## config.mk

```make
export PLATFORM = sky130hd
export DESIGN_NAME = pixel_state
export DESIGN_NICKNAME = d
export VERILOG_FILES = /design/src/rtl/pixel_state.sv
export SDC_FILE = /design/constraint.sdc
export NUM_CORES = 1
export LEC_CHECK = 0
export ABC_CLOCK_PERIOD_IN_PS = 1950
export CAP_MARGIN = 20
export CELL_PAD_IN_SITES_DETAIL_PLACEMENT = 1
export CELL_PAD_IN_SITES_GLOBAL_PLACEMENT = 1
export CORE_MARGIN = 8
export CORE_UTILIZATION = 37
export CTS_CLUSTER_DIAMETER = 40
export DETAILED_ROUTE_END_ITERATION = 16
export HOLD_SLACK_MARGIN = 0.12
export PLACE_DENSITY_LB_ADDON = 0.1
export SYNTH_ARGS = -nofsm -noshare
export SYNTH_HDL_FRONTEND = slang
export SYNTH_SLANG_ARGS = --single-unit
```

## constraint.sdc

```tcl
create_clock -name clk -period 1.95 [get_ports clk]
set_clock_uncertainty 0.05 [all_clocks]
set_input_delay 0.195 -clock clk [delete_from_list [all_inputs] [get_ports clk]]
set_output_delay 0.195 -clock clk [all_outputs]
set_load 0.1 [all_outputs]
```

## src/rtl/pixel_state.sv

```systemverilog
// pixel_state: free-running frame sequencer for a CMOS pixel-sensor array.
// Steps through IDLE -> ERASE -> EXPOSE -> CONVERT -> READ(row 0..V-1) and
// repeats forever. Every phase lasts a fixed number of clock cycles. All
// outputs are decoded from registered state only.

module pixel_state #(
    parameter int VERTICAL_PIXELS = 2,
    parameter int IDLE_CYCLES     = 2,
    parameter int ERASE_CYCLES    = 5,
    parameter int EXPOSE_CYCLES   = 255,
    parameter int CONVERT_CYCLES  = 255,
    parameter int READ_CYCLES     = 5
) (
    input  logic                       clk,
    input  logic                       reset,
    output logic                       erase,
    output logic                       expose,
    output logic                       convert,
    output logic [VERTICAL_PIXELS-1:0] read
);

    // Find the longest phase so that one shared counter can time every phase.
    localparam int MAX_AB     = (IDLE_CYCLES  > ERASE_CYCLES)   ? IDLE_CYCLES  : ERASE_CYCLES;
    localparam int MAX_CD     = (EXPOSE_CYCLES > CONVERT_CYCLES) ? EXPOSE_CYCLES : CONVERT_CYCLES;
    localparam int MAX_ABCD   = (MAX_AB > MAX_CD) ? MAX_AB : MAX_CD;
    localparam int MAX_CYCLES = (MAX_ABCD > READ_CYCLES) ? MAX_ABCD : READ_CYCLES;

    // The counter only has to reach MAX_CYCLES-1. The row index is at least 1 bit wide.
    localparam int CNT_W = (MAX_CYCLES > 1) ? $clog2(MAX_CYCLES) : 1;
    localparam int ROW_W = (VERTICAL_PIXELS > 1) ? $clog2(VERTICAL_PIXELS) : 1;

    // Terminal count for each phase.
    localparam logic [CNT_W-1:0] IDLE_LAST    = CNT_W'(IDLE_CYCLES - 1);
    localparam logic [CNT_W-1:0] ERASE_LAST   = CNT_W'(ERASE_CYCLES - 1);
    localparam logic [CNT_W-1:0] EXPOSE_LAST  = CNT_W'(EXPOSE_CYCLES - 1);
    localparam logic [CNT_W-1:0] CONVERT_LAST = CNT_W'(CONVERT_CYCLES - 1);
    localparam logic [CNT_W-1:0] READ_LAST    = CNT_W'(READ_CYCLES - 1);
    localparam logic [ROW_W-1:0] ROW_LAST     = ROW_W'(VERTICAL_PIXELS - 1);

    // A zero-length phase is meaningless. The conversion ramp is an external
    // 8-bit counter, so a conversion longer than 255 cycles would make it wrap.
    if (VERTICAL_PIXELS < 1) begin : g_bad_rows
        $error("pixel_state: VERTICAL_PIXELS must be at least 1");
    end
    if (IDLE_CYCLES < 1) begin : g_bad_idle
        $error("pixel_state: IDLE_CYCLES must be at least 1");
    end
    if (ERASE_CYCLES < 1) begin : g_bad_erase
        $error("pixel_state: ERASE_CYCLES must be at least 1");
    end
    if (EXPOSE_CYCLES < 1) begin : g_bad_expose
        $error("pixel_state: EXPOSE_CYCLES must be at least 1");
    end
    if (CONVERT_CYCLES < 1 || CONVERT_CYCLES > 255) begin : g_bad_convert
        $error("pixel_state: CONVERT_CYCLES must be in 1..255");
    end
    if (READ_CYCLES < 1) begin : g_bad_read
        $error("pixel_state: READ_CYCLES must be at least 1");
    end

    typedef enum logic [2:0] {
        ST_IDLE,
        ST_ERASE,
        ST_EXPOSE,
        ST_CONVERT,
        ST_READ
    } state_t;

    state_t             state_q, state_d;
    logic [CNT_W-1:0]   cnt_q,   cnt_d;
    logic [ROW_W-1:0]   row_q,   row_d;
    logic [CNT_W-1:0]   last_cnt;
    logic               phase_done;

    // Select the terminal count of the phase that is currently running.
    always_comb begin
        last_cnt = IDLE_LAST;
        case (state_q)
            ST_IDLE:    last_cnt = IDLE_LAST;
            ST_ERASE:   last_cnt = ERASE_LAST;
            ST_EXPOSE:  last_cnt = EXPOSE_LAST;
            ST_CONVERT: last_cnt = CONVERT_LAST;
            ST_READ:    last_cnt = READ_LAST;
            default:    last_cnt = IDLE_LAST;
        endcase
        phase_done = (cnt_q == last_cnt);
    end

    // Next-state logic. The counter advances every edge. When a phase ends,
    // the counter clears and the next phase (or next row) starts.
    always_comb begin
        state_d = state_q;
        cnt_d   = cnt_q + CNT_W'(1);
        row_d   = row_q;
        if (phase_done) begin
            cnt_d = '0;
            case (state_q)
                ST_IDLE:    state_d = ST_ERASE;
                ST_ERASE:   state_d = ST_EXPOSE;
                ST_EXPOSE:  state_d = ST_CONVERT;
                ST_CONVERT: begin
                    state_d = ST_READ;
                    row_d   = '0;
                end
                ST_READ: begin
                    if (row_q == ROW_LAST) begin
                        state_d = ST_IDLE;
                        row_d   = '0;
                    end else begin
                        row_d   = row_q + ROW_W'(1);
                    end
                end
                default: begin
                    state_d = ST_IDLE;
                    row_d   = '0;
                end
            endcase
        end
    end

    // State, counter and row registers. Reset is asynchronous, so the
    // outputs fall as soon as reset asserts, without waiting for a clock edge.
    always_ff @(posedge clk or posedge reset) begin
        if (reset) begin
            state_q <= ST_IDLE;
            cnt_q   <= '0;
            row_q   <= '0;
        end else begin
            state_q <= state_d;
            cnt_q   <= cnt_d;
            row_q   <= row_d;
        end
    end

    // Decode the outputs from registered state only. This keeps them mutually
    // exclusive, and read stays one-hot or zero.
    always_comb begin
        erase   = (state_q == ST_ERASE);
        expose  = (state_q == ST_EXPOSE);
        convert = (state_q == ST_CONVERT);
        read    = '0;
        for (int i = 0; i < VERTICAL_PIXELS; i++) begin
            read[i] = (state_q == ST_READ) && (row_q == ROW_W'(i));
        end
    end

endmodule

```

== Yosys cells after proc, flatten, opt, wreduce, memory -nomap -nowiden ==
Cells that the tools add are included.
Operators by class
  add/sub/neg operators: 2
  equal/unequal tests: 6
  mux-type cells: 6
  bitwise gates (word level): 2
  reduce and logical (&&, ||, !) cells: 8
Operator list (number)
  $pmux W8 S2: 1
  $pmux W3 S5: 1
  $add A8 B1 Y8 const B: 1
  $eq A8 B8 Y1: 1
  $mux W8: 1
  $eq A3 B2 Y1 const B: 2
  $reduce_and A2 Y1: 2
  $reduce_or A2 Y1: 2
  $eq A3 B1 Y1 const B: 1
  $eq A3 B3 Y1 const B: 1
  $logic_not A3 Y1: 1
  $mux W3: 1
  $reduce_or A3 Y1: 1
  $logic_and A1 B1 Y1: 2
  $ne A2 B2 Y1 const B: 1
  $not A1 Y1: 2
  $pmux W1 S2: 1
  $add A1 B1 Y1 const B: 1
  $mux W1: 1
Storage, ports and cells
  bits in registers: 12
  input port bits: 2
  output and inout bits: 5

== Longest topological paths before layout ==
Gate-level depths: netlist (run 1).
  depth in word-level cells: 5
  gate-level depth with buffers: 7

== Worst setup path after synthesis (run 1) ==
Ideal clock, no wire load.
  path type: register -> register
  start point: register state_q[0]
  end point: register state_q[2]
  arrival time: 4462 ps
  path slack: -2690 ps
  stages on the path, launching flop included: 5
  clock period less this slack: 4640 ps
  cells stage by stage: dfrtp_1 buf_4 nor4b_1 and2b_1 mux2_1
Between the ends
  word-level cells in the longest chain between the ends: 5
  elaborated cells between the ends (all ways): 12
  those cells by class: eq/ne: 6; mux: 2; reduce/logical: 4
Ends and longest elaborated chain
  start, declared: line 69  | state_t state_q, state_d;
  start signal, assigned: line 129  | state_q <= state_d;
  $eq A3 B1 Y1 (tied with other cells): line 78, 97
  $reduce_or A2 Y1 (no line)
  $pmux W8 S2: line 78  | case (state_q)
  $eq A8 B8 Y1: line 86  | phase_done = (cnt_q == last_cnt);
  $reduce_and A2 Y1 (no line)
Several ways; a longest one is shown, not always the timed one.
A chain may end at the register's enable or synchronous reset.

== Worst setup path after layout (run 1) ==
  start point: register state_q[2]
  end point: register state_q[2]
Same word-level chain as after synthesis.

==> impl_results.rst, run 1 <==
.. list-table::
   :header-rows: 1

   * - Metric
     - Value
   * - Final Max Slew Viols
     - 0
   * - Worst flop-to-flop path endpoint
     - state_q[2]
   * - Post-place setup slack
     - -25.66 ps
   * - Worst setup startpoint
     - state_q[2]
   * - Num CTS Buffers
     - 3
   * - Post-synthesis cell type count
     - 28
   * - Maximum number of pins on one net before global-route repair
     - 13
   * - Slowest-stage cell, CP
     - sky130_fd_sc_hd__or4b_4
   * - Register-to-Register Setup Slack
     - 20 ps
   * - Startpoint kind of the worst setup timing path
     - flop
   * - Number of synthesized register bits
     - 12
   * - Initial DRC Count
     - 5
   * - Die area
     - 3486 µm²
   * - Reg-to-reg critical path startpoint
     - state_q[2]
   * - Grt ovf
     - 0
   * - Reg2Reg Depth
     - 5
   * - Maximum frequency from static timing analysis
     - 517.1 MHz
   * - Arr. time, crit path
     - 2050 ps
   * - Pre-antenna DRT Iters
     - 4
   * - Count of endpoints failing setup in the final report
     - 0
   * - Total Negative Setup Slacks
     - 0 ps
   * - Synthesized area
     - 685.7 µm²
   * - # rows
     - 15
   * - Net switching component of the power
     - 0.08566 mW
   * - Number of nets at the end of the flow
     - 89
   * - Global-route wire length before repair
     - 2856 µm
   * - Post-detailed-placement half-perimeter wirelength
     - 1228 µm
   * - Required time worst endpoint
     - 2070 ps
   * - Cell internal pwr
     - 0.3299 mW
   * - Synthesized net count
     - 70
   * - Syn Inst Count
     - 67
   * - Mean post-synth cell area
     - 10.23 µm²
   * - Hold crit path type
     - primary input to asynchronous set/reset pin
   * - CTS tree
     - yes
   * - Clock tree buffer depth
     - 2
   * - Dpl cells
     - 105
   * - Number of antenna violations at the first check in global routing
     - 0
   * - Filler Cells Inserted
     - 196
   * - Slew headroom
     - 69.58%
   * - Critical Path End
     - state_q[2]
   * - Net switching fraction of the power
     - 20.61%
   * - P_leak
     - 0.3775 nW
   * - CP Capture Type
     - flop
   * - Antenna-violating nets left
     - 0
   * - Measured slew at the worst slew-check pin
     - 455.8 ps
   * - Yosys warnings
     - 0
   * - Via Count
     - 546
   * - Status
     - completed
   * - Critical path start-end classification
     - flop to flop
   * - Fraction of layout cells with a size suffix above 1
     - 37.65%
   * - Total power
     - 0.4155 mW
   * - Total of buffers placed on input and output ports
     - 6
   * - Sequential cell fraction of total power
     - 59.8%
   * - Sequential share of the synthesized area
     - 43.80%
   * - Share of Yosys cell area claimed by the top area cell type
     - 43.80%
   * - Total buffers and inverters traversed by the critical path
     - 0
   * - Cells along the critical path
     - xnor2_2 -> or4b_4 -> a32oi_4 -> and2b_1 -> mux2_4
   * - Pwr per Cell Area
     - 428.5 nW/µm²
   * - H-tree depth
     - 1
   * - Most common library cell in the layout ignoring fill and taps
     - sky130_fd_sc_hd__dfrtp_1
   * - Total clock sinks
     - 12
   * - DR DRC count
     - 0
   * - Setup WS post-layout
     - 16.15 ps
   * - Cell accounting for the most synthesized area
     - sky130_fd_sc_hd__dfrtp_1
   * - Number of diodes added for antenna fixing
     - 0
   * - Family of cells with the greatest summed delay on the critical path
     - simple AND/OR/NAND/NOR gates
   * - Weighted congestion at the end of routability-driven global placement
     - 0.7052
   * - Final worst path period need
     - 1934 ps
   * - WL final
     - 1623 µm
   * - Global router's overall resource usage
     - 11.21%
   * - Peak supply drop
     - 0.3255 mV
   * - Total of max-cap violations
     - 0
   * - Ports placed on the boundary
     - 7
   * - Effective utilization at floorplan
     - 39.71%
   * - P&R area growth vs syn
     - 41.42%
   * - Clock transition at path regs
     - 80 ps
   * - Source-to-sink clock delay at the later pin of the worst-skew pair
     - 280 ps
   * - Chip Height
     - 59.05 µm
   * - Clk network pwr share
     - 38.5%
   * - Final Instance Count excl. Fillers
     - 110
   * - Number of buffers added to fix hold violations after cts
     - 0
   * - Portion of the clock cycle consumed by the worst path in the final layout
     - 99.17%
   * - Floorplan core area
     - 1727 µm²
   * - Vias per inst
     - 4.964
   * - CTS Root Cell
     - sky130_fd_sc_hd__clkbuf_4
   * - Unrepaired setup endpoints after global routing
     - true
   * - Width of the die
     - 59.05 µm
   * - Detailed-route wire length per cell
     - 14.75 µm
   * - Number of global-route vias before repair
     - 567
   * - Endpoints failing hold
     - 0
   * - Critical Path Fanout Max
     - 3
   * - Delay of the slowest cell on the worst path
     - 490 ps
   * - Most frequent cells in the layout
     - sky130_fd_sc_hd__dfrtp_1 (11), sky130_fd_sc_hd__nor2_1 (10), sky130_fd_sc_hd__buf_4 (10), sky130_fd_sc_hd__nand2_1 (5), sky130_fd_sc_hd__buf_12 (5)
   * - Combinational fraction of design power
     - 1.6%
   * - Largest cells by area after synthesis
     - sky130_fd_sc_hd__dfrtp_1 (44%), sky130_fd_sc_hd__nor2_1 (6.6%), sky130_fd_sc_hd__xnor2_1 (6.4%), sky130_fd_sc_hd__a32oi_4 (4.0%), sky130_fd_sc_hd__nor4bb_1 (2.9%)
   * - Critical path depth
     - 5
[logic make-up (layout without fill, tap and decap cells)]
group | after synthesis | after routing | synth area share, %
xor gates and xnor gates | 7 | 7 | 8.942
buffers and inverters | 6 | 24 | 5.474
AOI/OAI and AO/OA | 6 | 6 | 8.761
and+or+nand+nor | 33 | 33 | 28.10
muxes | 2 | 2 | 3.102
DFF | 12 | 12 | 43.80
adders and majority gates | 1 | 1 | 1.825
[sequential cells by signal, indices dropped and copies added (netlist names)]
| register | cells |
|---|---|
| row_q | 1 |
| cnt_q | 8 |
| state_q | 3 |
[worst register-to-register path, stage by stage (launching register included)]
cell	delay, ps
sky130_fd_sc_hd__dfrtp_1	430
sky130_fd_sc_hd__xnor2_2	150
sky130_fd_sc_hd__or4b_4	490
sky130_fd_sc_hd__a32oi_4	240
sky130_fd_sc_hd__and2b_1	170
sky130_fd_sc_hd__mux2_4	290
[cells in the mapped netlist]
cell type and instances:
sky130_fd_sc_hd__dfrtp_1 12, sky130_fd_sc_hd__nor2_1 12, sky130_fd_sc_hd__nand2_1 5, sky130_fd_sc_hd__xnor2_1 5, sky130_fd_sc_hd__inv_1 3, sky130_fd_sc_hd__nand3_1 3, sky130_fd_sc_hd__buf_4 2, sky130_fd_sc_hd__nor3_1 2
sky130_fd_sc_hd__nor4bb_1 2, sky130_fd_sc_hd__o21ai_1 2, sky130_fd_sc_hd__xor2_1 2, sky130_fd_sc_hd__a21o_1 1, sky130_fd_sc_hd__a22o_1 1, sky130_fd_sc_hd__a31oi_1 1, sky130_fd_sc_hd__a32oi_4 1, sky130_fd_sc_hd__and2b_1 1
sky130_fd_sc_hd__and3_1 1, sky130_fd_sc_hd__buf_6 1, sky130_fd_sc_hd__ha_1 1, sky130_fd_sc_hd__mux2_1 1, sky130_fd_sc_hd__mux2i_1 1, sky130_fd_sc_hd__nand2b_4 1, sky130_fd_sc_hd__nor2b_1 1, sky130_fd_sc_hd__nor4_1 1
sky130_fd_sc_hd__nor4b_1 1, sky130_fd_sc_hd__or4_4 1, sky130_fd_sc_hd__or4b_1 1, sky130_fd_sc_hd__or4b_4 1
[layout make-up]
class / instances / area, µm² / area share (%)
clock buffers: 4 / 26.28 / 2.710
inverters: 3 / 11.26 / 1.161
multi-input cells: 49 / 402.9 / 41.55
flip-flops and latches: 12 / 301.5 / 31.10
well taps: 25 / 31.28 / 3.226
repair buffers: 17 / 196.4 / 20.26
[stage by stage]
stage / instance area, µm² / util, % / hold WS [ps]
floorplan: 730.7 / - / 9.631
global placement: 917.1 / 53.12 / 489.7
detailed placement: 917.1 / 53.12 / 487.1
CTS: 950.9 / 55.07 / 176.2
global route: 969.7 / 56.16 / 221.5
finish: 969.7 / 56.16 / 166.2
[worst min-delay path by stage]
stage | startpoint | to | slack [ps]
after floorplan | reset | cnt_q[0] | 10
after global placement | reset | cnt_q[1] | 490
after detailed placement | reset | row_q | 490
after CTS | reset | state_q[2] | 180
after global routing | reset | state_q[2] | 220
final | reset | state_q[0] | 170
[what timing repair did]
item / CTS / global route
endpoints found under the setup margin: 3 / 4
buffers inserted: 0 / 1
gates resized for setup: 2 / 2
pin swaps: 2 / 0
[power by group through the flow]
stage               Clock (mW)  Combinational (mW)  Sequential [mW]
CTS                      0.170             0.00722            0.249
floorplan                    0             0.00380            0.254
finish                   0.160             0.00669            0.249
detailed placement           0             0.00722            0.254
global placement             0             0.00733            0.254
global route             0.184             0.00827            0.249
[routing by layer]
metal	GRT usage (%)	vias up	part of all wire, %
met5	0	-	0
met4	5.119	0	1.2
met3	4.772	4	3.8
met2	15.73	7	48
met1	14.34	266	47
li1	-	269	-
(Power assumes the default switching activity.)
==> run 2: changes to the inputs <==
--- a/config.mk
+++ b/config.mk
@@ -12,6 +12,7 @@
 export CORE_MARGIN = 8
 export CORE_UTILIZATION = 37
 export CTS_CLUSTER_DIAMETER = 40
+export CTS_CLUSTER_SIZE = 30
 export DETAILED_ROUTE_END_ITERATION = 16
 export HOLD_SLACK_MARGIN = 0.12
 export PLACE_DENSITY_LB_ADDON = 0.1
==> constraint.sdc (replaced) <==
create_clock -name clk -period 1.95 [get_ports clk]
set_clock_uncertainty 0.05 [all_clocks]
set_input_delay 0.39 -clock clk [delete_from_list [all_inputs] [get_ports clk]]
set_output_delay 0.39 -clock clk [all_outputs]
set_load 0.1 [all_outputs]
==> run 2 against run 1 <==
Against the previous run: clock-buffer cell count unchanged; first-iteration DRC count stayed put; worst setup slack worse by 15 ps; utilization increased by 1.6 points; largest cell class unchanged; largest power group unchanged.
==> impl_results.rst, run 2 (synthesis gave the netlist of run 1 again) <==
.. list-table::
   :header-rows: 1

   * - Metric
     - Value
   * - Post-detailed-placement half-perimeter wirelength
     - 1168 µm (-4.9%)
   * - Total of max-cap violations
     - 0 (unchanged)
   * - Hold crit path type
     - primary input to asynchronous set/reset pin
   * - Most flop-heavy register
     - cnt_q
   * - Chip Height
     - 59.05 µm (unchanged)
   * - Flip-flop count of the largest register, all copies and words added
     - 8 (unchanged)
   * - Sequential cell fraction of total power
     - 55.1% (-4.7 points)
   * - Critical path start-end classification
     - flop to flop
   * - Count of endpoints failing setup in the final report
     - 0 (unchanged)
   * - Num CTS Buffers
     - 3 (unchanged)
   * - Global router's overall resource usage
     - 10.68% (-0.53 points)
   * - Combined flip-flop and latch cell area
     - 301.5 µm² (unchanged)
   * - Portion of the clock cycle consumed by the worst path in the final layout
     - 99.96% (+0.79 points)
   * - Maximum frequency from static timing analysis
     - 513.0 MHz (-0.79%)
   * - CTS tree
     - yes
   * - CP Capture Type
     - flop
   * - Final Max Slew Viols
     - 0 (unchanged)
   * - Width of the die
     - 59.05 µm (unchanged)
   * - Via Count
     - 541 (-0.92%)
   * - Antenna-violating nets left
     - 0 (unchanged)
   * - Floorplan core area
     - 1727 µm² (unchanged)
   * - Fraction of layout cells with a size suffix above 1
     - 39.53% (+1.9 points)
   * - P_leak
     - 0.3907 nW (+3.5%)
   * - Total power
     - 0.4507 mW (+8.5%)
   * - Most frequent cells in the layout
     - sky130_fd_sc_hd__dfrtp_1 (11), sky130_fd_sc_hd__nor2_1 (10), sky130_fd_sc_hd__buf_4 (10), sky130_fd_sc_hd__nand2_1 (5), sky130_fd_sc_hd__buf_12 (5)
   * - Cell internal pwr
     - 0.3639 mW (+10%)
   * - Detailed-routed wire length on met2
     - 719 µm (-8.4%)
   * - Effective utilization at floorplan
     - 39.71% (unchanged)
   * - Largest regs
     - cnt_q x8, state_q x3, row_q x1
   * - WL final
     - 1527 µm (-5.9%)
   * - Measured slew at the worst slew-check pin
     - 455.0 ps (-0.7480 ps)
   * - H-tree depth
     - 1 (unchanged)
   * - Combinational fraction of design power
     - 1.5% (about the same)
   * - Final Core Density
     - 57.75% (+1.6 points)
   * - # rows
     - 15 (unchanged)
   * - Clk network pwr share
     - 43.4% (+4.9 points)
   * - Total of buffers placed on input and output ports
     - 6 (unchanged)
   * - Pre-antenna DRT Iters
     - 4 (unchanged)
   * - Peak supply drop
     - 0.4745 mV (+46%)
   * - Number of antenna violations at the first check in global routing
     - 0 (unchanged)
   * - Footprint of the multi-input gates
     - 409.1 µm² (+1.6%)
   * - Source-to-sink clock delay at the later pin of the worst-skew pair
     - 270 ps (about the same)
   * - Maximum number of pins on one net before global-route repair
     - 13 (unchanged)
   * - Net switching component of the power
     - 0.08678 mW (+1.3%)
   * - Grt ovf
     - 0 (unchanged)
   * - Arr. time, crit path
     - 2060 ps (about the same)
   * - Total Negative Setup Slacks
     - 0 ps (unchanged)
   * - Highest routing layer actually used
     - met4
   * - Detailed-route wire length per cell
     - 13.76 µm (-6.8%)
   * - Vias per inst
     - 4.874 (-1.8%)
   * - Weighted congestion at the end of routability-driven global placement
     - 0.7073 (+0.30%)
   * - P&R area growth vs syn
     - 45.44%
   * - Ports placed on the boundary
     - 7 (unchanged)
   * - Global-route wire length before repair
     - 2794 µm (-2.2%)
   * - Worst hold margin
     - 373.3 ps (+207.1 ps)
   * - Status
     - completed
   * - Critical Path Fanout Max
     - 2 (-1)
   * - Amount of wire on met3 after detailed routing
     - 61 µm (unchanged)
   * - CTS Root Cell
     - sky130_fd_sc_hd__clkbuf_4
   * - DR DRC count
     - 0 (unchanged)
   * - Clock tree buffer depth
     - 2 (unchanged)
   * - Most common library cell in the layout ignoring fill and taps
     - sky130_fd_sc_hd__dfrtp_1
   * - Required time worst endpoint
     - 2060 ps (about the same)
   * - M1 WL
     - 736 µm (-2.6%)
   * - Net switching fraction of the power
     - 19.26% (-1.4 points)
   * - Number of buffers added to fix hold violations after cts
     - 0 (unchanged)
   * - Slew headroom
     - 69.63% (about the same)
   * - Die area
     - 3486 µm² (unchanged)
   * - Final worst path period need
     - 1949 ps (+15.42 ps)
   * - Unrepaired setup endpoints after global routing
     - true
   * - Startpoint kind of the worst setup timing path
     - flop
   * - Endpoints failing hold
     - 0 (unchanged)
   * - Initial DRC Count
     - 5 (unchanged)
   * - Pwr per Cell Area
     - 451.9 nW/µm² (+5.5%)
   * - Number of global-route vias before repair
     - 583 (+2.8%)
   * - Number of diodes added for antenna fixing
     - 0 (unchanged)
   * - Clock transition at path regs
     - 70 ps (about the same)
   * - Total clock sinks
     - 12 (unchanged)
   * - Number of nets at the end of the flow
     - 90 (+1.1%)
   * - Filler Cells Inserted
     - 195 (-0.51%)
-- run 2: cell types whose count changed in the layout (fill, tap and decap cells not counted), sizes merged --
| cell | change |
|---|---|
| buf | +1 |
-- run 2: worst max-delay path, stage by stage (launching register included) --
cell	delay, ps
sky130_fd_sc_hd__dfrtp_1	410
sky130_fd_sc_hd__xnor2_2	170
sky130_fd_sc_hd__or4b_4	490
sky130_fd_sc_hd__a32oi_4	260
sky130_fd_sc_hd__and2b_1	170
sky130_fd_sc_hd__mux2_4	290
-- run 2: per-layer routing --
layer,vias to the layer above,global-route usage [%]
met5,-,0
met4,0,3.072
met3,2,4.772
met2,7,16.04
met1,262,13.33
li1,270,-
-- run 2: metrics by stage --
stage / worst slack [ps] / area [µm²] / cells
floorplan: -434.7 / 730.7 / 67
global placement: 45.30 / 909.6 / 104
detailed placement: -28.49 / 909.6 / 104
CTS: 2.822 / 953.4 / 108
global route: -87.19 / 997.2 / 111
finish: 0.7299 / 997.2 / 111
-- run 2: repair_timing --
| action | 4_1_cts | 5_1_grt |
|---|---|---|
| resized for setup | 2 | 4 |
| endpoints found under the setup margin | 4 | 5 |
| pin swaps | 3 | 2 |
| setup buffers | 0 | 3 |
-- run 2: area by class of cell --
class | count | share of cell area [%]
inverters | 3 | 1.129
well taps | 25 | 3.137
flip-flops and latches | 12 | 30.24
repair buffers | 18 | 20.83
multi-input cells | 49 | 41.03
clock buffers | 4 | 3.639
-- run 2: power groups by stage --
stage	sequential (mW)	combinational, mW	clock [mW]
5_1_grt	0.249	0.00831	0.217
6_report	0.249	0.00672	0.195
3_3_place_gp	0.254	0.00726	0
3_5_place_dp	0.254	0.00729	0
2_1_floorplan	0.254	0.00380	0
4_1_cts	0.249	0.00729	0.206
-- run 2: final timing paths --
kind                             from          to  slack (ps)  cells past startpoint
max                        state_q[0]  state_q[2]         0.7                      5
max in group asynchronous       reset  state_q[1]        1140                      2
max reg2reg                state_q[0]  state_q[2]         0.7                      5
min reg2reg                     row_q       row_q         530                      1
min in group clk                row_q       row_q         530                      1
min                             reset    cnt_q[7]         370                      2
